$ cat src/rtl/uart_pkg.sv
// uart_pkg: shared definitions for the UART block.
//   DIV_W_DEFAULT           - default width of the baud divisor and its counter
//   baud_div_t              - divisor type at the default width
//   BAUD_DIV_9600_X16_20MHZ - 20 MHz clk, 9600 baud with 16x oversampling
package uart_pkg;

  localparam int DIV_W_DEFAULT = 32;

  typedef logic [DIV_W_DEFAULT-1:0] baud_div_t;

  localparam baud_div_t BAUD_DIV_9600_X16_20MHZ  = 32'd130;
  localparam baud_div_t BAUD_DIV_19200_X16_20MHZ = 32'd65;

endpackage : uart_pkg

$ cat src/rtl/uart_baud_rate.sv
// uart_baud_rate: programmable baud-tick generator.
// Divides clk by a run-time divisor N and emits a one-cycle strobe every N
// clocks (the 16x oversampling enable for the UART TX/RX).
// Ports:
//   clk           - system clock, rising edge
//   rst           - synchronous active-low reset
//   baud_division - divisor N, sampled every cycle (0 and 1 both mean "every cycle")
//   baud_tick     - registered one-cycle strobe
// Build option: define UART_BAUD_RESYNC_EN to restart the period whenever
// baud_division changes (no tick on the change cycle).
module uart_baud_rate
  import uart_pkg::*;
#(
  parameter int DIV_W = DIV_W_DEFAULT
) (
  input  logic             clk,
  input  logic             rst,
  input  logic [DIV_W-1:0] baud_division,
  output logic             baud_tick
);

  localparam logic [DIV_W-1:0] ONE = {{(DIV_W-1){1'b0}}, 1'b1};

  logic [DIV_W-1:0] counter_r;
  logic             tick_r;
  logic [DIV_W-1:0] limit_s;
  logic [DIV_W-1:0] counter_nxt_s;
  logic             tick_nxt_s;
  logic             restart_s;

`ifdef UART_BAUD_RESYNC_EN
  logic [DIV_W-1:0] prev_div_r;

  // Remember last cycle's divisor so a change can be detected.
  always_ff @(posedge clk) begin
    if (!rst) begin
      prev_div_r <= '0;
    end else begin
      prev_div_r <= baud_division;
    end
  end

  assign restart_s = (baud_division != prev_div_r);
`else
  assign restart_s = 1'b0;
`endif

  // Terminal count N-1, saturating at 0 so N=0 behaves like N=1.
  always_comb begin
    limit_s = '0;
    if (baud_division == '0) begin
      limit_s = '0;
    end else begin
      limit_s = baud_division - ONE;
    end
  end

  // Next counter/tick. The >= compare also catches a counter left above a
  // freshly lowered limit, so it wraps instead of running on; the increment
  // only happens while counter < limit <= 2^DIV_W-2, so it cannot overflow.
  always_comb begin
    counter_nxt_s = '0;
    tick_nxt_s    = 1'b0;
    if (restart_s) begin
      counter_nxt_s = '0;
      tick_nxt_s    = 1'b0;
    end else if (counter_r >= limit_s) begin
      counter_nxt_s = '0;
      tick_nxt_s    = 1'b1;
    end else begin
      counter_nxt_s = counter_r + ONE;
      tick_nxt_s    = 1'b0;
    end
  end

  // Counter and strobe registers; reset wins over a pending tick.
  always_ff @(posedge clk) begin
    if (!rst) begin
      counter_r <= '0;
      tick_r    <= 1'b0;
    end else begin
      counter_r <= counter_nxt_s;
      tick_r    <= tick_nxt_s;
    end
  end

  assign baud_tick = tick_r;

endmodule : uart_baud_rate

$ cat config.mk
export PLATFORM = sky130hd
export DESIGN_NAME = uart_baud_rate
export DESIGN_NICKNAME = d
export VERILOG_FILES = /design/src/rtl/uart_pkg.sv /design/src/rtl/uart_baud_rate.sv
export SDC_FILE = /design/constraint.sdc
export NUM_CORES = 1
export LEC_CHECK = 0
export ABC_AREA = 1
export BUFFER_PORTS_ARGS = -buffer_cell sky130_fd_sc_hd__buf_2
export CAP_MARGIN = 40
export CORE_MARGIN = 3
export CORE_UTILIZATION = 33
export DETAILED_ROUTE_END_ITERATION = 10
export GPL_TIMING_DRIVEN = 0
export PLACE_DENSITY_LB_ADDON = 0.2
export SYNTH_ARGS = -nofsm -noshare
export SYNTH_HDL_FRONTEND = slang
export SYNTH_SLANG_ARGS = --single-unit
$ cat constraint.sdc
create_clock -name clk -period 5.6 [get_ports clk]
set_clock_uncertainty 0.2 [all_clocks]
set_input_delay 0.56 -clock clk [delete_from_list [all_inputs] [get_ports clk]]
set_output_delay 0.56 -clock clk [all_outputs]
set_load 0.02 [all_outputs]
# Word-level counts from Yosys, hierarchy flattened

Cells that the tools add are included.

Register bits: 33
Latch bits: 0
RAM bits: 0
Bits in read-only memories: 0
Input port bits: 34
Output and inout bits: 1
Logic and storage cells: 10
Memories: 0

$add $sub $neg: 2
Multiply operators: 0
Divide/modulo/power cells: 0
$lt $le $gt $ge: 1
Equal/unequal tests: 0
Shifts and indexed selects: 0
Multiplexer cells: 2
Bitwise gates (word level): 1
Reductions and logical operators: 2

Operator list:

| cell                                                | number |
|---|---|
| adder 32 x 1 -> 32 bit (second input constant)      | 1 |
| >= comparator 32 bit                                | 1 |
| zero test 32 bit                                    | 1 |
| two-way mux 32 bit                                  | 1 |
| subtractor 32 x 1 -> 32 bit (second input constant) | 1 |
| OR reduction 2 bit                                  | 1 |
| two-way mux 1 bit                                   | 1 |
| NOT 1 bit                                           | 1 |

# Longest topological paths before layout

Depth in word-level cells: 4
Gate-level depth with buffers: 23
Gate-level depth less buffers: 21

# Least setup slack after synthesis

No wires, ideal clock.

Kind: in2reg
Start point: input baud_division[0]
End point: register counter_r[0]
Library setup time: 117 ps
Data arrival time: 2712 ps
Required time: 5283 ps
Path slack: 2571 ps
Cell stages on the path: 18
Path buffers: 1
Path through: inv_1 > ha_1 > nand2_2 > nor2_2 > nand2_1 > xor2_1 > or2_2 > ha_1 > nand2_1 > nor2_1 > nand2_1 > nor2_1 > nor2_1 > nand2_1 > nand2_1 > nand3_1 > buf_2 > nor2_1

Longest elaborated chain between the ends: 4
Elaborated cells on any way between the ends: 5
Classes of those cells: add/sub (1); order compare (1); mux (1); reduce/logical (2)

RTL lines:

| item                                                                   | line                                       | RTL |
|---|---|---|
| start, declared                                                        | uart_baud_rate.sv:18                       | `input logic [DIV_W-1:0] baud_division,` |
| subtractor 32 x 1 -> 32 bit / zero test 32 bit (equally long branches) | uart_baud_rate.sv:54, uart_baud_rate.sv:51 |  |
| two-way mux 32 bit (*)                                                 | uart_baud_rate.sv:51                       | `if (baud_division == '0) begin` |
| >= comparator 32 bit (*)                                               | uart_baud_rate.sv:67                       | `end else if (counter_r >= limit_s) begin` |
| OR reduction 2 bit (no source line) (*)                                | -                                          |  |
| end signal, assigned                                                   | uart_baud_rate.sv:82                       | `counter_r <= counter_nxt_s;` |
| end, declared                                                          | uart_baud_rate.sv:24                       | `logic [DIV_W-1:0] counter_r;` |

Mark *: on every way between the ends. The rest lies on a longest branch, timed or not.
A chain may end at the register's enable or synchronous reset.

# Worst setup path after layout

Start point: input baud_division[23]
End point: register counter_r[8]

The elaborated chain is that of the path after synthesis.

==> results.txt <==
* Number of vias per cell: between 4 and 5
- Core area: roughly 10,000 um^2
- Counting instances, the worst hold path has a depth of 1.
* Initial antenna violation count: 0
- At the end of the flow, the number of nets in the layout was 686.
- Count of vias placed by the detailed router: approximately 3,600
- Pin placement for this block handled 35 I/O pins.
* Largest stage delay on the critical path: between 0.2 and 0.3 ns
- Result of the run: completed
* Total nets after synthesis: between 600 and 700
* Port Buf Inserts: 34
- Post-CTS setup buffers: 0
- Synthesis handed over a netlist of between 500 and 600 instances.
- GP Congestion: around 0.92
- The worst setup path is of the input pin to flop kind.
* Setup violation total in the final timing report: 0
* Sequential fraction of the synthesis area: between 10% and 20%
- The critical path runs through a total of 19 cells.
* Std-Cell Rows: 36
- By instance count, the cell type seen most on the critical path is sky130_fd_sc_hd__nor2_1.
* # placed instances: 743
- Global routing consumed, over all layers together, approximately 18% of the routing resources.
- Final critical path time including I/O delays and setup: between 3 and 4 ns
- Diode count: 0
- Clock tree buffer depth: 2
- Number of endpoints with negative hold slack in the final report: 0
- Master cell of the clock root buffer: sky130_fd_sc_hd__clkbuf_8
* H-Tree Depth: 2
- Wl on met1: 5060 um
* Via count of the first global-routing pass: 3,474
- Summing every instance area after synthesis gives between 3000 and 4000 um^2.
- Congestion Overflow GR: 0
- In this run, synthesis produced a sequential element count of 33.
- Max-slew headroom at the worst pin: around 75%
- Worst Max-Slew Pin Slew: around 0.37 ns
* Yosys Warn Count: 0
* Wirelength per Cell: 13.4 um
- The final-report max-slew violation count came to 0.
- Number of CTS-inserted buffers: 5
- Worst reg-to-reg path cell count: 12
- Setup repair after global routing left no endpoint under its margin.
- Remaining antenna violation count after routing: 0
- Worst setup SP type: input pin
* Signed area change from the synthesized netlist to the final layout: 11.9%
- In the routed design, unresolved DRC markers number 0.
- Entering global routing, the biggest net connects 11 pins.
* Peak Freq: just under 0.3 GHz
* Die Y: approximately 110 um
- Clock tree from TritonCTS: done
- The floorplan step defined a die boundary enclosing 11,900 um^2.
- Routed length on met2: between 4000 and 5000 um
- The clock net in this run drives a total of 33 sinks.
* Critical Path End Type: flop
- Counting both buffers and inverters, the worst setup path holds a total of 4.
- Grouping stages by cell kind, the critical path spends the most delay in simple AND/OR/NAND/NOR gates.
- The worst path uses between 60% and 70% of the clock period.
* Starting utilization of the core area: between 30% and 40%
* Clk slew on worst S/H paths: ~0.060 ns
- Yosys cell types: 32
* Worst-Skew Late Latency: around 0.29 ns
- The filler cells instantiated in the layout total roughly 1,100.
- Of all nets on the critical path, the largest fanout is 10.
- For this design, the CTS-stage hold fixing added 0 buffers.
- For this design the static power due to leakage is approximately 0.0017 uW.
* Post-CTS sizing: 0
- CP Cell Sequence: buf_2 > nor2_1 > nand2_1 > nor2_1 > nand3_1 > nor2_2 > inv_1 > buf_2 > nand3_1 > ha_1 > a21o_1 > nor2_1 > nand2_1 > nor2_1 > nand2_1 > nand2_1 > nand3_1 > buf_2 > nor2_1
- In this run the mean area of a mapped cell was between 6 and 7 um^2.
- Arrival time at the worst endpoint: between 3 and 4 ns
- The first routing iteration left roughly 190 violations.
- Final standard cell utilization of the core: between 30% and 40%
- Total of max-cap violations: 0
- For this block, the routed nets add up to 10,000 um of wire.
- The count of cells in the finished layout, fillers not included, comes to ~750.
- Metal3 WL: around 550 um
- Detailed placer's ending HPWL: between 8000 and 9000 um
* Highest routed metal layer: met4
- Type of the tightest min-delay check: flop to flop
- On the critical path, the stage with the largest delay is an instance of sky130_fd_sc_hd__nor2_2.
- Before antenna repair, the detailed router went through 5 iterations.
- Data on the critical path is required at its endpoint by 5.63 ns.
- The first global-routing pass estimated around 17,000 um of wire.
- In this run the power density over the cells is 129 nW/um^2.
* Sum Neg Setup Slack: 0 ns
- In the final layout, the share of cells above drive strength 1 is 13.3%.
* Maximum vdd ir drop: a little under 70 uV
- The die is between 100 and 150 um wide.
synth_stat cells:
master	n	area, um^2
sky130_fd_sc_hd__a21boi_0	1	7.51
sky130_fd_sc_hd__a21o_1	2	15.0
sky130_fd_sc_hd__a21oi_1	13	65.1
sky130_fd_sc_hd__a31o_2	1	8.76
sky130_fd_sc_hd__and2_1	1	6.26
sky130_fd_sc_hd__buf_2	5	25.0
sky130_fd_sc_hd__dfxtp_1	33	661
sky130_fd_sc_hd__ha_1	35	438
sky130_fd_sc_hd__inv_1	68	255
sky130_fd_sc_hd__inv_2	4	15.0
sky130_fd_sc_hd__nand2_1	147	552
sky130_fd_sc_hd__nand2_2	2	12.5
sky130_fd_sc_hd__nand3_1	34	170
sky130_fd_sc_hd__nand3_2	2	20.0
sky130_fd_sc_hd__nand3b_1	5	37.5
sky130_fd_sc_hd__nand4_1	13	81.3
sky130_fd_sc_hd__nor2_1	120	450
sky130_fd_sc_hd__nor2_2	9	56.3
sky130_fd_sc_hd__nor2_4	5	56.3
sky130_fd_sc_hd__nor3_1	13	65.1
sky130_fd_sc_hd__nor3_2	3	30.0
sky130_fd_sc_hd__nor3b_1	2	15.0
sky130_fd_sc_hd__nor4_1	1	6.26
sky130_fd_sc_hd__o211ai_1	1	7.51
sky130_fd_sc_hd__o21a_1	2	15.0
sky130_fd_sc_hd__o21ai_0	3	15.0
sky130_fd_sc_hd__o21ai_1	1	5.00
sky130_fd_sc_hd__o21bai_1	2	15.0
sky130_fd_sc_hd__or2_1	1	6.26
sky130_fd_sc_hd__or2_2	12	75.1
sky130_fd_sc_hd__xnor2_1	15	131
sky130_fd_sc_hd__xor2_1	20	175
cells by family (layout without fill, tap and decap cells):
kind of cell,Yosys count,after routing,synth area share (%)
AND/OR/NAND/NOR,370,370,46.9
buffers and inverters,77,119,8.45
adder cells (fa/ha/maj),35,35,12.5
XOR/XNOR,35,35,8.77
flip-flops,33,33,18.9
AO/OA/AOI/OAI,26,26,4.40
routing by layer:
| layer | track usage (%) | vias up |
|---|---|---|
| met5 | 0 | - |
| met4 | 3.97 | 0 |
| met3 | 2.55 | 10 |
| met2 | 28.3 | 90 |
| met1 | 26.0 | 1646 |
| li1 | - | 1902 |
registers in the layout, summed over array words and instances (netlist names):
register / count
baud_tick: 1
counter_r: 32
layout make-up:
| class | count | area, um^2 | area share [%] |
|---|---|---|---|
| Tap cell | 133 | 166 | 4.25 |
| Buffer | 5 | 25.0 | 0.640 |
| Sequential cell | 33 | 661 | 16.9 |
| Timing Repair Buffer | 34 | 170 | 4.35 |
| Inverter | 72 | 270 | 6.91 |
| Clock buffer | 8 | 80.1 | 2.05 |
| Multi-Input combinational cell | 466 | 2540 | 64.9 |
per-stage QoR:
step	total power [uW]	hold slack (ns)	instance area (um^2)	setup WS, ns
3_5_place_dp	337	0.266	3830	1.82
6_report	505	0.302	3910	2.14
2_1_floorplan	298	0.240	3490	2.57
3_3_place_gp	335	0.267	3830	1.84
4_1_cts	509	0.293	3910	2.11
5_1_grt	535	0.329	3910	1.78
cells in the final DEF, fill, tap and decap left out:
cell,instances
sky130_fd_sc_hd__nor2_4,5
sky130_fd_sc_hd__nor2_2,9
sky130_fd_sc_hd__or2_2,12
sky130_fd_sc_hd__inv_2,4
sky130_fd_sc_hd__nand3b_1,5
sky130_fd_sc_hd__clkbuf_1,3
sky130_fd_sc_hd__a21o_1,2
sky130_fd_sc_hd__nor3_1,13
sky130_fd_sc_hd__nor3b_1,2
sky130_fd_sc_hd__xor2_1,20
sky130_fd_sc_hd__nand3_1,34
sky130_fd_sc_hd__dfxtp_1,33
sky130_fd_sc_hd__nor3_2,3
sky130_fd_sc_hd__nand2_1,147
sky130_fd_sc_hd__a21boi_0,1
sky130_fd_sc_hd__o21ai_0,3
sky130_fd_sc_hd__o211ai_1,1
sky130_fd_sc_hd__buf_2,39
sky130_fd_sc_hd__xnor2_1,15
sky130_fd_sc_hd__nand3_2,2
sky130_fd_sc_hd__nor2_1,120
sky130_fd_sc_hd__or2_1,1
sky130_fd_sc_hd__clkbuf_8,5
sky130_fd_sc_hd__a31o_2,1
sky130_fd_sc_hd__and2_1,1
sky130_fd_sc_hd__o21bai_1,2
sky130_fd_sc_hd__inv_1,68
sky130_fd_sc_hd__nand2_2,2
sky130_fd_sc_hd__o21ai_1,1
sky130_fd_sc_hd__o21a_1,2
sky130_fd_sc_hd__a21oi_1,13
sky130_fd_sc_hd__nand4_1,13
sky130_fd_sc_hd__nor4_1,1
sky130_fd_sc_hd__ha_1,35
path summary, 6_finish.rpt:
check | slack, ns | start | to
worst min register to register | 0.30 | counter_r[0] | counter_r[0]
worst min-delay path | 0.30 | counter_r[0] | counter_r[0]
worst max register to register | 3.33 | counter_r[0] | counter_r[8]
worst max-delay path | 2.14 | baud_division[23] | counter_r[8]
report_power, final:
| part | switching (uW) | total (uW) | internal [uW] |
|---|---|---|---|
| Combinational | 57.0 | 91.7 | 34.7 |
| Clock | 84.4 | 173 | 88.2 |
| Sequential | 3.64 | 240 | 237 |
Power figures use the tool's default switching activity.
